$ cat config.mk
export PLATFORM = sky130hd
export DESIGN_NAME = mips_control_fsm
export DESIGN_NICKNAME = d
export VERILOG_FILES = /design/src/rtl/mips_control_fsm_pkg.sv /design/src/rtl/mips_control_fsm_alu_decoder.sv /design/src/rtl/mips_control_fsm.sv
export SDC_FILE = /design/constraint.sdc
export NUM_CORES = 1
export LEC_CHECK = 0
export ABC_AREA = 1
export CAP_MARGIN = 30
export CORE_ASPECT_RATIO = 1.75
export CORE_MARGIN = 2
export CORE_UTILIZATION = 44
export CTS_CLUSTER_DIAMETER = 60
export DETAILED_ROUTE_END_ITERATION = 10
export GPL_ROUTABILITY_DRIVEN = 0
export HOLD_SLACK_MARGIN = 0.08
export PLACE_DENSITY = 0.76
export SLEW_MARGIN = 20
export SYNTH_ARGS = -nofsm -noshare
export SYNTH_HDL_FRONTEND = slang
export SYNTH_SLANG_ARGS = --single-unit
$ cat constraint.sdc
create_clock -name clk -period 1.3 [get_ports clk]
set_input_delay 0.13 -clock clk [delete_from_list [all_inputs] [get_ports clk]]
set_output_delay 0.13 -clock clk [all_outputs]
set_load 0.03 [all_outputs]
$ cat src/rtl/mips_control_fsm_pkg.sv
// Shared types for the multi-cycle MIPS control unit: state encoding, opcode/funct
// constants, ALU op classes and the per-state strobe table.
package mips_ctrl_pkg;

    typedef enum logic [3:0] {
        FETCH   = 4'd0,
        DECODE  = 4'd1,
        MEMADR  = 4'd2,
        MEMRD   = 4'd3,
        MEMWB   = 4'd4,
        MEMWR   = 4'd5,
        RTYPEEX = 4'd6,
        RTYPEWB = 4'd7,
        BEQEX   = 4'd8,
        ADDIEX  = 4'd9,
        ADDIWB  = 4'd10,
        JEX     = 4'd11
    } state_t;

    localparam logic [5:0] OP_RTYPE = 6'b000000;
    localparam logic [5:0] OP_LW    = 6'b100011;
    localparam logic [5:0] OP_SW    = 6'b101011;
    localparam logic [5:0] OP_BEQ   = 6'b000100;
    localparam logic [5:0] OP_ADDI  = 6'b001000;
    localparam logic [5:0] OP_J     = 6'b000010;

    localparam logic [5:0] FN_ADD = 6'b100000;
    localparam logic [5:0] FN_SUB = 6'b100010;
    localparam logic [5:0] FN_AND = 6'b100100;
    localparam logic [5:0] FN_OR  = 6'b100101;
    localparam logic [5:0] FN_SLT = 6'b101010;

    typedef enum logic [1:0] {
        AOP_ADD   = 2'b00,
        AOP_SUB   = 2'b01,
        AOP_FUNCT = 2'b10
    } alu_op_t;

    localparam logic [2:0] ALUCTL_ADD = 3'b010;
    localparam logic [2:0] ALUCTL_SUB = 3'b110;
    localparam logic [2:0] ALUCTL_AND = 3'b000;
    localparam logic [2:0] ALUCTL_OR  = 3'b001;
    localparam logic [2:0] ALUCTL_SLT = 3'b111;

    typedef struct packed {
        logic       mem_write;
        logic       ir_write;
        logic       reg_write;
        logic       pc_write;
        logic       branch;
        logic       iord;
        logic       mem_to_reg;
        logic       reg_dst;
        logic       alu_src_a;
        logic [1:0] alu_src_b;
        logic [1:0] pc_src;
        alu_op_t    alu_op;
    } ctrl_t;

    // Moore strobe table; everything not named for a state stays 0 / ALU add.
    function automatic ctrl_t state_ctrl(input state_t s);
        ctrl_t c;
        c        = '0;
        c.alu_op = AOP_ADD;
        case (s)
            FETCH: begin
                c.alu_src_b = 2'b01;
                c.ir_write  = 1'b1;
                c.pc_write  = 1'b1;
            end
            DECODE:  c.alu_src_b = 2'b11;
            MEMADR: begin
                c.alu_src_a = 1'b1;
                c.alu_src_b = 2'b10;
            end
            MEMRD:   c.iord = 1'b1;
            MEMWB: begin
                c.mem_to_reg = 1'b1;
                c.reg_write  = 1'b1;
            end
            MEMWR: begin
                c.iord      = 1'b1;
                c.mem_write = 1'b1;
            end
            RTYPEEX: begin
                c.alu_src_a = 1'b1;
                c.alu_op    = AOP_FUNCT;
            end
            RTYPEWB: begin
                c.reg_dst   = 1'b1;
                c.reg_write = 1'b1;
            end
            BEQEX: begin
                c.alu_src_a = 1'b1;
                c.alu_op    = AOP_SUB;
                c.pc_src    = 2'b01;
                c.branch    = 1'b1;
            end
            ADDIEX: begin
                c.alu_src_a = 1'b1;
                c.alu_src_b = 2'b10;
            end
            ADDIWB:  c.reg_write = 1'b1;
            JEX: begin
                c.pc_src   = 2'b10;
                c.pc_write = 1'b1;
            end
            default: c.alu_op = AOP_ADD;
        endcase
        return c;
    endfunction

endpackage

$ cat src/rtl/mips_control_fsm_alu_decoder.sv
// ALU control decode: maps the FSM's ALU op class plus the funct field to the
// 3-bit ALU control word. Purely combinational.
module alu_decoder
    import mips_ctrl_pkg::*;
(
    input  alu_op_t    alu_op_i,
    input  logic [5:0] funct_i,
    output logic [2:0] alu_control_o
);

    always_comb begin
        alu_control_o = ALUCTL_ADD;
        case (alu_op_i)
            AOP_SUB:   alu_control_o = ALUCTL_SUB;
            AOP_FUNCT: begin
                // Unrecognised funct falls back to add; writeback still happens.
                case (funct_i)
                    FN_ADD:  alu_control_o = ALUCTL_ADD;
                    FN_SUB:  alu_control_o = ALUCTL_SUB;
                    FN_AND:  alu_control_o = ALUCTL_AND;
                    FN_OR:   alu_control_o = ALUCTL_OR;
                    FN_SLT:  alu_control_o = ALUCTL_SLT;
                    default: alu_control_o = ALUCTL_ADD;
                endcase
            end
            default:   alu_control_o = ALUCTL_ADD;
        endcase
    end

endmodule

$ cat src/rtl/mips_control_fsm.sv
// Multi-cycle MIPS main control: Moore FSM, one state per cycle, strobes registered
// alongside the state so reset forces FETCH values asynchronously.
module mips_control_fsm
    import mips_ctrl_pkg::*;
#(
    parameter int OPCODE_WIDTH = 6,
    parameter int FUNCT_WIDTH  = 6
) (
    input  logic                    clk,
    input  logic                    rst_n,
    input  logic [OPCODE_WIDTH-1:0] opcode,
    input  logic [FUNCT_WIDTH-1:0]  funct,
    input  logic                    zero,
    output logic                    mem_write,
    output logic                    ir_write,
    output logic                    reg_write,
    output logic                    pc_en,
    output logic                    iord,
    output logic                    mem_to_reg,
    output logic                    reg_dst,
    output logic                    alu_src_a,
    output logic [1:0]              alu_src_b,
    output logic [1:0]              pc_src,
    output logic [2:0]              alu_control,
    output logic [3:0]              state_o
);

    state_t state_q, state_d;
    ctrl_t  ctrl_q;

    always_comb begin
        state_d = FETCH;
        case (state_q)
            FETCH:  state_d = DECODE;
            DECODE: begin
                case (opcode)
                    OP_LW, OP_SW: state_d = MEMADR;
                    OP_RTYPE:     state_d = RTYPEEX;
                    OP_BEQ:       state_d = BEQEX;
                    OP_ADDI:      state_d = ADDIEX;
                    OP_J:         state_d = JEX;
                    default:      state_d = FETCH;
                endcase
            end
            MEMADR:  state_d = (opcode == OP_LW) ? MEMRD : MEMWR;
            MEMRD:   state_d = MEMWB;
            RTYPEEX: state_d = RTYPEWB;
            ADDIEX:  state_d = ADDIWB;
            default: state_d = FETCH;
        endcase
    end

    // Strobes are precomputed from the next state so they are glitch-free flops
    // that still present pure Moore behaviour.
    always_ff @(posedge clk or negedge rst_n) begin
        if (!rst_n) begin
            state_q <= FETCH;
            ctrl_q  <= state_ctrl(FETCH);
        end else begin
            state_q <= state_d;
            ctrl_q  <= state_ctrl(state_d);
        end
    end

    alu_decoder u_alu_decoder (
        .alu_op_i      (ctrl_q.alu_op),
        .funct_i       (funct),
        .alu_control_o (alu_control)
    );

    assign mem_write  = ctrl_q.mem_write;
    assign ir_write   = ctrl_q.ir_write;
    assign reg_write  = ctrl_q.reg_write;
    assign pc_en      = ctrl_q.pc_write | (ctrl_q.branch & zero);
    assign iord       = ctrl_q.iord;
    assign mem_to_reg = ctrl_q.mem_to_reg;
    assign reg_dst    = ctrl_q.reg_dst;
    assign alu_src_a  = ctrl_q.alu_src_a;
    assign alu_src_b  = ctrl_q.alu_src_b;
    assign pc_src     = ctrl_q.pc_src;
    assign state_o    = state_q;

endmodule

---- Yosys cells after proc, flatten, opt, wreduce, memory -nomap -nowiden ----
Cells that the tools add are included.
word-level totals
  register bits after elaboration ......... 19
  bits of input ports ..................... 15
  output and inout bits ................... 19
cells by class
  equality and inequality tests ........... 27
  multiplexer cells ....................... 17
  bitwise gates (word level) .............. 2
  reduce and logical (&&, ||, !) cells .... 9
operators with widths
  operator            number
  $eq 6x6->1 const B  6
  $pmux 4 s6          1
  $eq 4x3->1 const B  5
  $eq 4x4->1 const B  5
  $pmux 4 s5          1
  $eq 4x2->1 const B  4
  $pmux 3 s4          1
  $mux 1              9
  $eq 4x1->1 const B  2
  $logic_not 4->1     2
  $pmux 2 s2          2
  $reduce_or 2->1     4
  $eq 6x2->1 const B  1
  $eq 6x3->1 const B  1
  $eq 6x4->1 const B  1
  $logic_not 6->1     1
  $pmux 2 s3          1
  $pmux 3 s2          1
  $reduce_or 4->1     1
  $mux 3              1
  $reduce_or 3->1     1
  $eq 2x1->1 const B  1
  $eq 2x2->1 const B  1
  $and 1x1->1         1
  $or 1x1->1          1

---- Longest topological paths before layout ----
Gate-level depths: netlist of the first run.
  word-level depth ........................ 7
  depth in mapped cells ................... 10
  depth with buffers taken out ............ 10

---- Hierarchy ----
A second synthesis of the first run with hierarchy kept.
second synthesis, totals
  cells, all modules ...................... 150
  area total of the unflattened synthesis .. 1089.8 µm²
modules (own cells, without submodules)
  module            times used  cells each  area an instance (µm²)  sequential area each (µm²)
  mips_control_fsm  1           113         915.9                   429.2
  alu_decoder       1           37          173.9                   0.0

---- Worst setup path after synthesis of the first run ----
No wires, ideal clock.
  path kind ............................... flip-flop to flip-flop
  start ................................... register state_q[1], in the netlist state_o[1]
  end ..................................... register ctrl_q, in the netlist alu_src_a
  setup time .............................. 0.126 ns
  arrival ................................. 1.276 ns
  required time ........................... 1.174 ns
  path slack .............................. -0.102 ns
  cell stages (with the launch flop) ...... 10
  period minus slack after synthesis ...... 1.402 ns
  cells stage by stage .................... dfrtp_1 -> inv_2 -> nand2_2 -> inv_2 -> nand3_2 -> nand2_1 -> nor2_4 -> nand2_4 -> nand3_2 -> nand3_1
between the ends
  word-level cells in the longest chain between the ends .. 5
  elaborated cells on any way between the ends .. 13
ends and longest elaborated chain
  item                                RTL line                    RTL
  from (decl)                         mips_control_fsm.sv:28      state_t state_q, state_d;
  from (signal assigned)              mips_control_fsm.sv:60      state_q <= state_d;
  $eq 4x4->1 (tied with other cells)  mips_control_fsm.sv:33      case (state_q)
  $pmux 4 s6 *                        mips_control_fsm.sv:33
  net state_d[1]                      mips_control_fsm.sv:28
  $eq 4x4->1 (tied with other cells)  mips_control_fsm_pkg.sv:65  case (s)
  $reduce_or 4->1 (no line) *         --
  $mux 1 *                            mips_control_fsm_pkg.sv:65
  to (signal assigned)                mips_control_fsm.sv:58      ctrl_q <= state_ctrl(FETCH);
  to (signal assigned)                mips_control_fsm.sv:61      ctrl_q <= state_ctrl(state_d);
  to (decl)                           mips_control_fsm.sv:29      ctrl_t ctrl_q;
Mark *: on every way through the listed nets, which the timed path passes. The rest lies on a longest branch.

==> results.ini, run 1 <==
[outcome]
status=finished, violations left
violations=setup timing

[sta]
drv_slew=0
setup_ws_ps=-166
hold_violations=0
relSlewSlack=0.794
skew_ps=0.997
tightest_slew_ps=310
setup_violations=9
fmax_mhz=682
min_period_ps=1470
period_share=1.13
rsz0062_at_grt=true

[die]
pin_count=34
core_area_sq_um=2240
dieArea_sq_um=2730
die_y_um=67.7
chipWidth_um=40.4
rows=23
start_util=0.454

[synthesis]
yosysUniqueCellTypes=24
synth_area_sq_um=1020
synth.avg_cell_area_sq_um=8.50
synth_seq_cells=17
synthesis.nets=137
synth_cells=120
ys_warn_count=0
synth.yosys.seq_area_share=0.421

[clocking]
clk_latency_ps=250
cts-buffers-inserted=3
h-tree-depth=1
clock_path_buffers=2
clk_pin_slew_worst_paths_ps=60
cts.sinks=17
cts_root_buffer=clkbuf_8
cts_tree=done
hold_buffers=0

[worst_setup_path]
path_cells=buf_6, ha_2, inv_2, nand2_2, inv_2, nand2_1, buf_6
cp_slowest_cell=dfrtp_1
cp-end-kind=output port
critPathArrivalTime_ps=1340
critPathRequiredTime_ps=1170
crit_type=reg -> out
cp_max_fo=3
startpoint_type=flop
max_stage_delay_ps=420

[cells_and_area]
finalNonFillerCells=199
nets=192
num-fill-cells=148
fin_area_sq_um=1730
diodes=0
area_growth_pct=70.1
largest_reg_flops=4
drive_gt1_frac=0.540

[placed_design]
dpl_cell_area_sq_um=1400
dp_hpwl_mm=2.03
pre_cts_ws_ps=-231
dp.cells=180
port_buffers=33

[global_route]
grt_pass1_vias=1012
grt_pass1_wl_mm=4.36
grt_use_total=0.241
grt-ovfl-total=0
grt_max_degree=18
grt_antenna_before_repair=0

[hold_path]
worstHoldPathType=in -> async

[drt]
drt-initial-drc-count=16
first_pass_iters=4
drc=0
num_vias=1008
post_drt_wl_per_cell_um=15.4
ant_nets=0
routed_via_density=5.07
routed_wl_mm=3.06

[power_and_ir_drop]
leakage_uw=0.000922
peakVddDrop_uv=949
pwr_density_cell_nw_per_um2=1400

[run]
maxCapViolations=0

-- area by class of cell --
| class | instances | area, sq um | area share |
|---|---|---|---|
| multi-input cells | 74 | 613 | 0.354 |
| clock inverters | 1 | 5.00 | 0.00289 |
| clock buffers | 3 | 41.3 | 0.0238 |
| repair buffers | 54 | 500 | 0.289 |
| inverters | 25 | 109 | 0.0628 |
| well taps | 25 | 31.3 | 0.0180 |
| flip-flops and latches | 17 | 434 | 0.250 |
-- path summary, 6_finish.rpt --
check	start	end	slack (ps)	depth (start not counted)
setup reg to reg	state_o[2]	alu_src_a	-110	8
max in group asynchronous	rst_n	ctrl_q[11]	860	2
min in group clk	opcode[0]	ctrl_q[1]	430	5
hold reg to reg	state_o[0]	mem_to_reg	650	2
hold / removal	rst_n	reg_write	190	2
setup / recovery	pc_src[0]	alu_control[1]	-170	7
-- logic make-up (layout without fill, tap and decap cells) --
kind of cell | Yosys count | count (layout) | share of synthesized area
AOI/OAI and AO/OA | 7 | 7 | 0.0405
adders and majority gates | 2 | 2 | 0.0245
DFF | 17 | 17 | 0.421
buffers and inverters | 29 | 83 | 0.123
and+or+nand+nor | 65 | 65 | 0.391
-- synthesized netlist by cell type, drive strengths merged --
library cell / number / area (sq um)
dfstp: 3 / 78.8
nand2: 22 / 125
nand4: 4 / 25.0
dfrtp: 14 / 350
a21o: 1 / 7.51
a21oi: 1 / 5.00
or2: 1 / 6.26
o21ai: 3 / 15.0
o21bai: 1 / 7.51
o22ai: 1 / 6.26
buf: 4 / 30.0
nor2: 22 / 143
inv: 24 / 90.1
clkinv: 1 / 5.00
nand3: 14 / 90.1
nor3: 2 / 10.0
ha: 2 / 25.0
-- what timing repair did --
action	CTS	global route
pin swaps	11	20
cloned	0	0
setup endpoints to repair	19	10
gates resized for setup	28	38
setup buffers	4	12
-- critical path: cells and delay by family (launching register included) --
kind                     cells  cell delay [ps]
adder cells (fa/ha/maj)      1              170
flip-flops                   1              420
buffers and inverters        4              380
AND/OR/NAND/NOR              2              110
-- report_power, final --
| group | total (uW) | leakage, uW | internal (uW) | switching [uW] |
|---|---|---|---|---|
| Clock | 386 | 0.0000255 | 212 | 173 |
| Sequential | 742 | 0.000216 | 669 | 73.1 |
| Combinational | 1300 | 0.000681 | 512 | 792 |
-- cell usage in the layout (no fill, tap or decap), drive strengths merged --
master,n
clkdlybuf4s50,10
o21bai,1
a21oi,1
nor2,22
dfstp,3
o22ai,1
inv,24
dfrtp,14
nor3,2
o21ai,3
or2,1
clkinv,2
dlygate4sd2,11
buf,28
dlymetal6s2s,4
clkbuf,4
nand3,14
nand4,4
nand2,22
a21o,1
ha,2
-- metrics by stage --
| stage | total power [uW] | hold WS [ps] | utilization | TNS [ps] |
|---|---|---|---|---|
| detailed placement | 1720 | 463 | 0.622 | -1760 |
| CTS | 2160 | 195 | 0.671 | -556 |
| global route | 2560 | 215 | 0.773 | -1390 |
| floorplan | 1400 | -166 | - | 0 |
| global placement | 1700 | 463 | 0.622 | -1180 |
| finish | 2430 | 194 | 0.773 | -805 |
-- routing by layer --
layer / GRT usage / wire length [um] / vias up
met1: 0.205 / 916 / 494
met2: 0.486 / 1950 / 32
met5: 0 / 0 / -
met4: 0.121 / 96 / 0
met3: 0.0164 / 88 / 6
li1: - / - / 476
Power figures use the tool's default switching activity.
==> run 2, diff against run 1 <==
- CORE_UTILIZATION: 44 -> 40
- CTS_CLUSTER_SIZE: not set -> 16
- PLACE_DENSITY: 0.76 -> 0.7
- SETUP_SLACK_MARGIN: not set -> 0.15
==> results.ini, run 2 (synthesis results as in run 1) <==
[cells_and_area]
nets=191
seq_area_sq_um=434
area_growth_pct=68.5
multi_input_area_sq_um=596
drive_gt1_frac=0.549
largest_reg_flops=4
num-fill-cells=192
mostFrequentLayoutCells=14 x buf_6, 13 x buf_4, 12 x inv_1
layout_commonest_cell=buf_6
diodes=0
finalNonFillerCells=199

[global_route]
grt_antenna_before_repair=0
grt_pass1_vias=1027
grt_use_total=0.188
grt_pass1_wl_mm=4.24
grt-ovfl-total=0
grt_max_degree=18

[sta]
relSlewSlack=0.789
rsz0062_at_grt=true
period_share=1.12
setup_ws_ps=-152
fmax_mhz=689
tightest_slew_ps=316
min_period_ps=1450
hold_violations=0
drv_slew=0
skew_ps=0.782
setup_tns_ps=-598
setup_violations=7

[worst_setup_path]
startpoint_type=flop
critPathArrivalTime_ps=1320
cp_max_fo=3
cp-end-kind=output port
critPathRequiredTime_ps=1170
rr_startpoint=state_o[3]
crit_type=reg -> out
r2r_cells=7
r2r_slack_ps=-90
reg2reg_to=alu_src_b[1]

[hold_path]
worstHoldPathType=in -> async

[clocking]
cts.sinks=17
cts_tree=done
cts_root_buffer=clkbuf_8
clock_path_buffers=2
clk_pin_slew_worst_paths_ps=60
h-tree-depth=1
cts-buffers-inserted=3
clk_latency_ps=250
hold_buffers=0

[die]
rows=24
chipWidth_um=42.2
pin_count=34
dieArea_sq_um=2980
core_area_sq_um=2460
start_util=0.414
die_y_um=70.8

[power_and_ir_drop]
peakVddDrop_uv=967
power.total_uw=2290
leakage_uw=0.000880
pwr_density_cell_nw_per_um2=1330

[placed_design]
dp.cells=185
pre_cts_ws_ps=-296
port_buffers=33
dp_hpwl_mm=1.90

[drt]
post_drt_wl_per_cell_um=13.4
drt-initial-drc-count=30
num_vias=984
first_pass_iters=4
routed_wl_mm=2.66
routed_via_density=4.94
ant_nets=0
drc=0

[run]
maxCapViolations=0

[outcome]
status=finished, violations left
violations=setup timing

[run 2: cell types whose count changed in the layout (fill, tap and decap cells not counted), sizes merged]
| cell | previous run | this run |
|---|---|---|
| dlymetal6s2s | 4 | 2 |
| clkinv | 2 | 1 |
| dlygate4sd2 | 11 | 10 |
| clkdlybuf4s15 | 0 | 3 |
[run 2: worst max-delay path by stage]
stage | startpoint | depth (start not counted) | endpoint
after floorplan | state_o[1] | 10 | alu_src_a
after global placement | opcode[3] | 10 | alu_src_b[1]
final | pc_src[0] | 7 | alu_control[1]
after global routing | pc_src[0] | 7 | alu_control[2]
after CTS | pc_src[0] | 7 | alu_control[1]
after detailed placement | opcode[3] | 10 | alu_src_b[1]
[run 2: power breakdown]
part / internal, uW / switching (uW)
registers: 669 / 69.0
clock network: 217 / 163
logic: 456 / 719
[run 2: metrics by stage]
step / utilization / area [sq um] / hold WS (ps)
after CTS: 0.658 / 1620 / 203
after detailed placement: 0.589 / 1450 / 465
after global placement: 0.589 / 1450 / 465
after floorplan: - / 1060 / -166
final: 0.698 / 1720 / 194
after global routing: 0.698 / 1720 / 216
[run 2: per-layer routing]
metal | global-route usage | routed length, um
met5 | 0 | 0
met4 | 0.142 | 72
met3 | 0.0153 | 86
met2 | 0.364 | 1650
met1 | 0.167 | 848
[run 2: timing repair]
| item | in CTS | in global routing |
|---|---|---|
| pin swaps | 19 | 20 |
| resized for setup | 57 | 17 |
| endpoints found under the hold margin | 0 | 0 |
| setup endpoints to repair | 26 | 17 |
| setup buffers | 4 | 6 |
[run 2: cell type report]
class	count	area share
inverters	25	0.0605
well taps	26	0.0189
flip-flops and latches	17	0.253
repair buffers	53	0.295
multi-input cells	74	0.347
clock buffers	4	0.0262
[run 2: worst max-delay path, cell delays in order (launching register included)]
cell,delay (ps)
dfrtp_1,410
buf_6,130
ha_2,170
inv_2,40
nand2_2,40
inv_2,80
nand2_2,60
buf_6,130
